==> config.mk <==
export PLATFORM = sky130hd
export DESIGN_NAME = mux_lane_serializer
export DESIGN_NICKNAME = d
export VERILOG_FILES = /design/src/rtl/mux_pkg.sv /design/src/rtl/mux_nin_o1.sv /design/src/rtl/mux_lane_serializer.sv
export SDC_FILE = /design/constraint.sdc
export NUM_CORES = 1
export LEC_CHECK = 0
export CAP_MARGIN = 20
export CORE_MARGIN = 4
export CORE_UTILIZATION = 34
export CTS_BUF_LIST = sky130_fd_sc_hd__clkbuf_8
export CTS_CLUSTER_SIZE = 8
export DETAILED_ROUTE_END_ITERATION = 6
export PLACE_DENSITY_LB_ADDON = 0.12
export SYNTH_ARGS = -nofsm -noshare
export SYNTH_HDL_FRONTEND = slang
export SYNTH_HIERARCHICAL = 1
export SYNTH_SLANG_ARGS = --single-unit
==> constraint.sdc <==
create_clock -name clk -period 1.7 [get_ports clk]
set_input_delay 0.51 -clock clk [delete_from_list [all_inputs] [get_ports clk]]
set_output_delay 0.51 -clock clk [all_outputs]
set_load 0.1 [all_outputs]
==> src/rtl/mux_pkg.sv <==
// Shared types and default sizes for the unpack_s3 lane serializer.
package mux_pkg;

  typedef enum logic {MODE_DIRECT = 1'b0, MODE_SEQ = 1'b1} mux_mode_t;
  typedef enum logic {ST_IDLE = 1'b0, ST_EMIT = 1'b1} mux_state_t;

  localparam int MUX_WIDTH_DEF  = 8;
  localparam int MUX_NUM_IN_DEF = 4;

endpackage

==> src/rtl/mux_nin_o1.sv <==
// Combinational NUM_IN:1 lane selector built as a binary tree of 2:1 muxes.
module mux_nin_o1 #(
  parameter int WIDTH  = 8,
  parameter int NUM_IN = 4,
  localparam int SEL_W = $clog2(NUM_IN)
) (
  input  logic [NUM_IN*WIDTH-1:0] word_i,
  input  logic [SEL_W-1:0]        sel_i,
  output logic [WIDTH-1:0]        lane_o
);

  // Heap layout: node p has children 2p+1/2p+2, leaves sit at NUM_IN-1+k so
  // adjacent lanes pair up at the first level, which is steered by sel_i[0].
  logic [(2*NUM_IN-1)*WIDTH-1:0] tree;

  for (genvar k = 0; k < NUM_IN; k++) begin : g_leaf
    assign tree[(NUM_IN-1+k)*WIDTH +: WIDTH] = word_i[k*WIDTH +: WIDTH];
  end

  for (genvar lvl = 1; lvl <= SEL_W; lvl++) begin : g_lvl
    for (genvar j = 0; j < (NUM_IN >> lvl); j++) begin : g_node
      localparam int P = (NUM_IN >> lvl) - 1 + j;
      assign tree[P*WIDTH +: WIDTH] = sel_i[lvl-1] ? tree[(2*P+2)*WIDTH +: WIDTH]
                                                   : tree[(2*P+1)*WIDTH +: WIDTH];
    end
  end

  assign lane_o = tree[WIDTH-1:0];

endmodule

==> src/rtl/mux_lane_serializer.sv <==
// Registered N-to-1 lane serializer: emits one selected lane (DIRECT) or all lanes in order (SEQ).
//   state   | meaning
//   IDLE    | no word held, out_valid low, in_ready high
//   EMIT    | word held, lane[idx] presented on the output stream
module mux_lane_serializer import mux_pkg::*; #(
  parameter int WIDTH  = MUX_WIDTH_DEF,
  parameter int NUM_IN = MUX_NUM_IN_DEF,
  localparam int SEL_W = $clog2(NUM_IN)
) (
  input  logic                    clk,
  input  logic                    rst_n,
  input  logic                    in_valid,
  output logic                    in_ready,
  input  logic [NUM_IN*WIDTH-1:0] in_data,
  input  logic                    in_mode,
  input  logic [SEL_W-1:0]        in_sel,
  output logic                    out_valid,
  input  logic                    out_ready,
  output logic [WIDTH-1:0]        out_data,
  output logic [SEL_W-1:0]        out_idx,
  output logic                    out_last
);

  mux_state_t              state_q, state_d;
  mux_mode_t               mode_q, mode_d;
  logic [NUM_IN*WIDTH-1:0] word_q, word_d;
  logic [SEL_W-1:0]        idx_q, idx_d;

  logic             emit;
  logic             last;
  logic             in_fire;
  logic             out_fire;
  logic             load;
  logic [WIDTH-1:0] lane_sel;

  mux_nin_o1 #(
    .WIDTH  (WIDTH),
    .NUM_IN (NUM_IN)
  ) u_sel (
    .word_i (word_q),
    .sel_i  (idx_q),
    .lane_o (lane_sel)
  );

  assign emit     = (state_q == ST_EMIT);
  assign last     = emit && ((mode_q == MODE_DIRECT) || (idx_q == SEL_W'(NUM_IN-1)));
  assign out_valid = emit;
  assign out_last  = last;
  assign out_idx   = emit ? idx_q : '0;
  assign out_data  = emit ? lane_sel : '0;
  assign in_ready  = !emit || (out_ready && last);
  assign in_fire   = in_valid && in_ready;
  assign out_fire  = emit && out_ready;

  always_comb begin
    state_d = state_q;
    mode_d  = mode_q;
    word_d  = word_q;
    idx_d   = idx_q;
    load    = 1'b0;
    case (state_q)
      ST_IDLE: begin
        if (in_fire) load = 1'b1;
      end
      ST_EMIT: begin
        if (out_fire) begin
          if (!last)        idx_d   = idx_q + SEL_W'(1);
          else if (in_fire) load    = 1'b1;
          else              state_d = ST_IDLE;
        end
      end
      default: state_d = ST_IDLE;
    endcase
    // A reload in the last-beat cycle keeps EMIT so consecutive words have no bubble.
    if (load) begin
      state_d = ST_EMIT;
      word_d  = in_data;
      mode_d  = mux_mode_t'(in_mode);
      idx_d   = in_mode ? '0 : in_sel;
    end
  end

  always_ff @(posedge clk or negedge rst_n) begin
    if (!rst_n) begin
      state_q <= ST_IDLE;
      mode_q  <= MODE_DIRECT;
      word_q  <= '0;
      idx_q   <= '0;
    end else begin
      state_q <= state_d;
      mode_q  <= mode_d;
      word_q  <= word_d;
      idx_q   <= idx_d;
    end
  end

endmodule

==> run metrics <==
number of global-route vias before repair=around 1400; period utilisation layout=126.6%; final wirelength=about 4300 um; Fill cells=~440; CP Cell Sequence=buf_12 -> mux4_2 -> and2_4 -> buf_12; flop2flop setup slack=-0.19 ns; ANT cells=0; later-pin clock latency in the skew report=0.29 ns; CP Buf/Inv Count=2; footprint of the multi-input gates=between 900 and 1000 um^2; gpl congestion=approximately 0.74; Slew Viols, Final=0; router iterations before antenna repair=4; IO Count=52; layout cells sized above 1=between 50% and 60%; Tightest Pin Transition=around 0.37 ns; Yosys reg bits=36; Reg area=slightly above 900 um^2; All-Layer GR Usage=between 10% and 20%; CTS tree=done; Net Count, Synth=~160; Slew headroom=about 75%; Crit-path slowest cell=mux4_2; fin crit period=2.152 ns; arrival time worst endpoint=1.64 ns; final hold violations=0; Worst Path Required=roughly 1.2 ns; synthesized cell area=approximately 1900 um^2; H-Tree Level Count=2; Vias=approximately 1200; final setup fails=between 40 and 50; Max-Cap Viols=0; critical-path maximum fanout=10; min-delay worst type=input pin to asynchronous set/reset pin; Crit. Startpoint=idx_q[0]; Crit path top cell by count=buf_12; CTS clock-pin slew for the worst setup and hold paths=roughly 0.070 ns; Setup crit end=out_data[5]; status=finished, violations left; failing checks=negative setup slack; Layout Skew=around 0.008 ns; Crit path max-delay family=multiplexers; Clock Sinks=36; Root Buffer=clkbuf_8; placed cell count=roughly 240; Rows=26; CP startpoint kind=register; Die ar.=6772 um^2; total congestion overflow=0; Max Root-Sink Buffers=2; Worst Setup Path Type=register to primary output; max incr delay on CP=0.50 ns; Final Instance Area=roughly 3000 um^2; Max Fclk=about 460 MHz; wire length of the first global-routing pass=about 7000 um; Syn Area/Cell=16.04 um^2; Post-DRT Antenna Nets=0; synth-to-layout area growth=59.80%; die span in x=slightly above 80 um; post-route insts no fill=between 200 and 300; Gate Count Post-Synth=117; synth warn=6; Netlist cell types=27; initial drt markers=15; largest net degree at the start of global routing=24; crit path capture type=primary output; Reg2Reg Capture Point=word_q[10]; HPWL Detailed=3002 um; DIE HEIGHT=slightly above 80 um; via/cell ratio=about 4.7; Critical R2R Launch=idx_q[0]; Setup WS post-layout=-0.4518 ns; sequential share of the synthesized area=about half; Core Area=approximately 5200 um^2; DR DRC count=0; cells on worst reg2reg path=9; nets=232; initial antenna violation count=0; cts bufs inserted=5; Stages on worst setup path=4; routed len/inst=16.41 um; initial core utilization=a little over a third; Port Buf Inserts=slightly above 50; post-place instance area=2686 um^2; unrepaired setup endpoints after global routing=true
## per-stage QoR
| step | worst slack (ns) | hold slack, ns | TNS [ns] | util [%] |
|---|---|---|---|---|
| 2_1_floorplan | -0.3742 | 0.2144 | -13.33 | - |
| 3_3_place_gp | -0.2894 | 0.4400 | -10.53 | 51.29 |
| 3_5_place_dp | -0.3067 | 0.4450 | -11.28 | 51.29 |
| 4_1_cts | -0.4975 | 0.1278 | -9.323 | 56.12 |
| 5_1_grt | -0.5166 | 0.1324 | -11.88 | 57.26 |
| 6_report | -0.4518 | 0.1258 | -9.224 | 57.26 |
## flip-flops by register name, summed over array words and instances, names as in the netlist
| name | cells |
|---|---|
| idx_q | 2 |
| mode_q | 1 |
| out_valid | 1 |
| word_q | 32 |
## area by class of cell
cell class                 instances  area share [%]
inverter                           3          0.3755
multi-input combinational         71           30.58
clock buffer                       7           3.212
timing repair buffer              75           32.62
tap                               70           2.920
sequential                        36           30.16
clock inverter                     1          0.1252
## synth_stat cells (all sizes together)
| master | instances | area share, % |
|---|---|---|
| nor2 | 1 | 0.20 |
| inv | 3 | 0.60 |
| a32oi | 1 | 0.47 |
| and2 | 10 | 3.3 |
| a21o | 1 | 0.40 |
| ha | 1 | 0.67 |
| mux4 | 8 | 9.6 |
| mux2 | 33 | 26 |
| a211oi | 1 | 0.40 |
| o21ai | 5 | 1.9 |
| nand3 | 1 | 0.27 |
| clkbuf | 2 | 0.47 |
| dfrtp | 36 | 48 |
| a21oi | 1 | 0.27 |
| nand2 | 3 | 1.0 |
| or2b | 1 | 0.40 |
| o211ai | 1 | 0.40 |
| o22ai | 1 | 0.33 |
| nor2b | 2 | 1.1 |
| buf | 5 | 4.4 |
## worst min-delay path by stage
stage | startpoint | endpoint | slack, ns | cells past startpoint
2_1_floorplan | rst_n | idx_q[0] | 0.21 | 0
3_3_place_gp | rst_n | word_q[9] | 0.44 | 1
3_5_place_dp | rst_n | word_q[9] | 0.44 | 1
4_1_cts | rst_n | out_valid | 0.13 | 1
5_1_grt | rst_n | out_valid | 0.13 | 1
6_report | rst_n | out_valid | 0.13 | 1
## routing by layer
metal	global-route usage, %	vias up	wire [um]
li1	-	570	-
met1	18.00	613	1776
met2	23.72	34	2173
met3	4.989	6	312
met4	3.987	0	54
met5	0	-	0
## repair_timing
item	in CTS	in global routing
setup buffers	6	3
pin swaps	5	3
gates resized for setup	9	0
hold buffers	0	0
setup endpoints to repair	45	46
cloned	3	0
## worst reg2reg max path: stages (launching register included)
cell	delay [ns]
dfrtp_1	0.38
buf_12	0.16
ha_2	0.20
nor2b_4	0.05
o21ai_4	0.19
buf_6	0.15
nand2_8	0.08
buf_6	0.15
buf_16	0.14
mux2_4	0.29
## cell usage in the layout, fill, tap and decap left out, drive strengths merged
| cell type | count |
|---|---|
| a211oi | 1 |
| clkbuf | 7 |
| and2 | 10 |
| ha | 1 |
| dfrtp | 36 |
| o21ai | 5 |
| nor2 | 1 |
| o211ai | 1 |
| buf | 38 |
| clkdlybuf4s50 | 37 |
| or2b | 1 |
| a21oi | 1 |
| nand3 | 1 |
| inv | 4 |
| a21o | 1 |
| nand2 | 3 |
| o22ai | 1 |
| mux2 | 33 |
| mux4 | 8 |
| nor2b | 2 |
| a32oi | 1 |
## cell families after synthesis
family,Yosys count,synth area share [%]
flops,36,48.00
compound gates,11,4.201
mux,41,35.40
simple gates,18,6.267
fa+ha+maj,1,0.6666
buf+inv,10,5.466
Power is left out: the tool's default activity adds up to more than one toggle a clock period on the data nets, which glitch-free logic cannot reach.
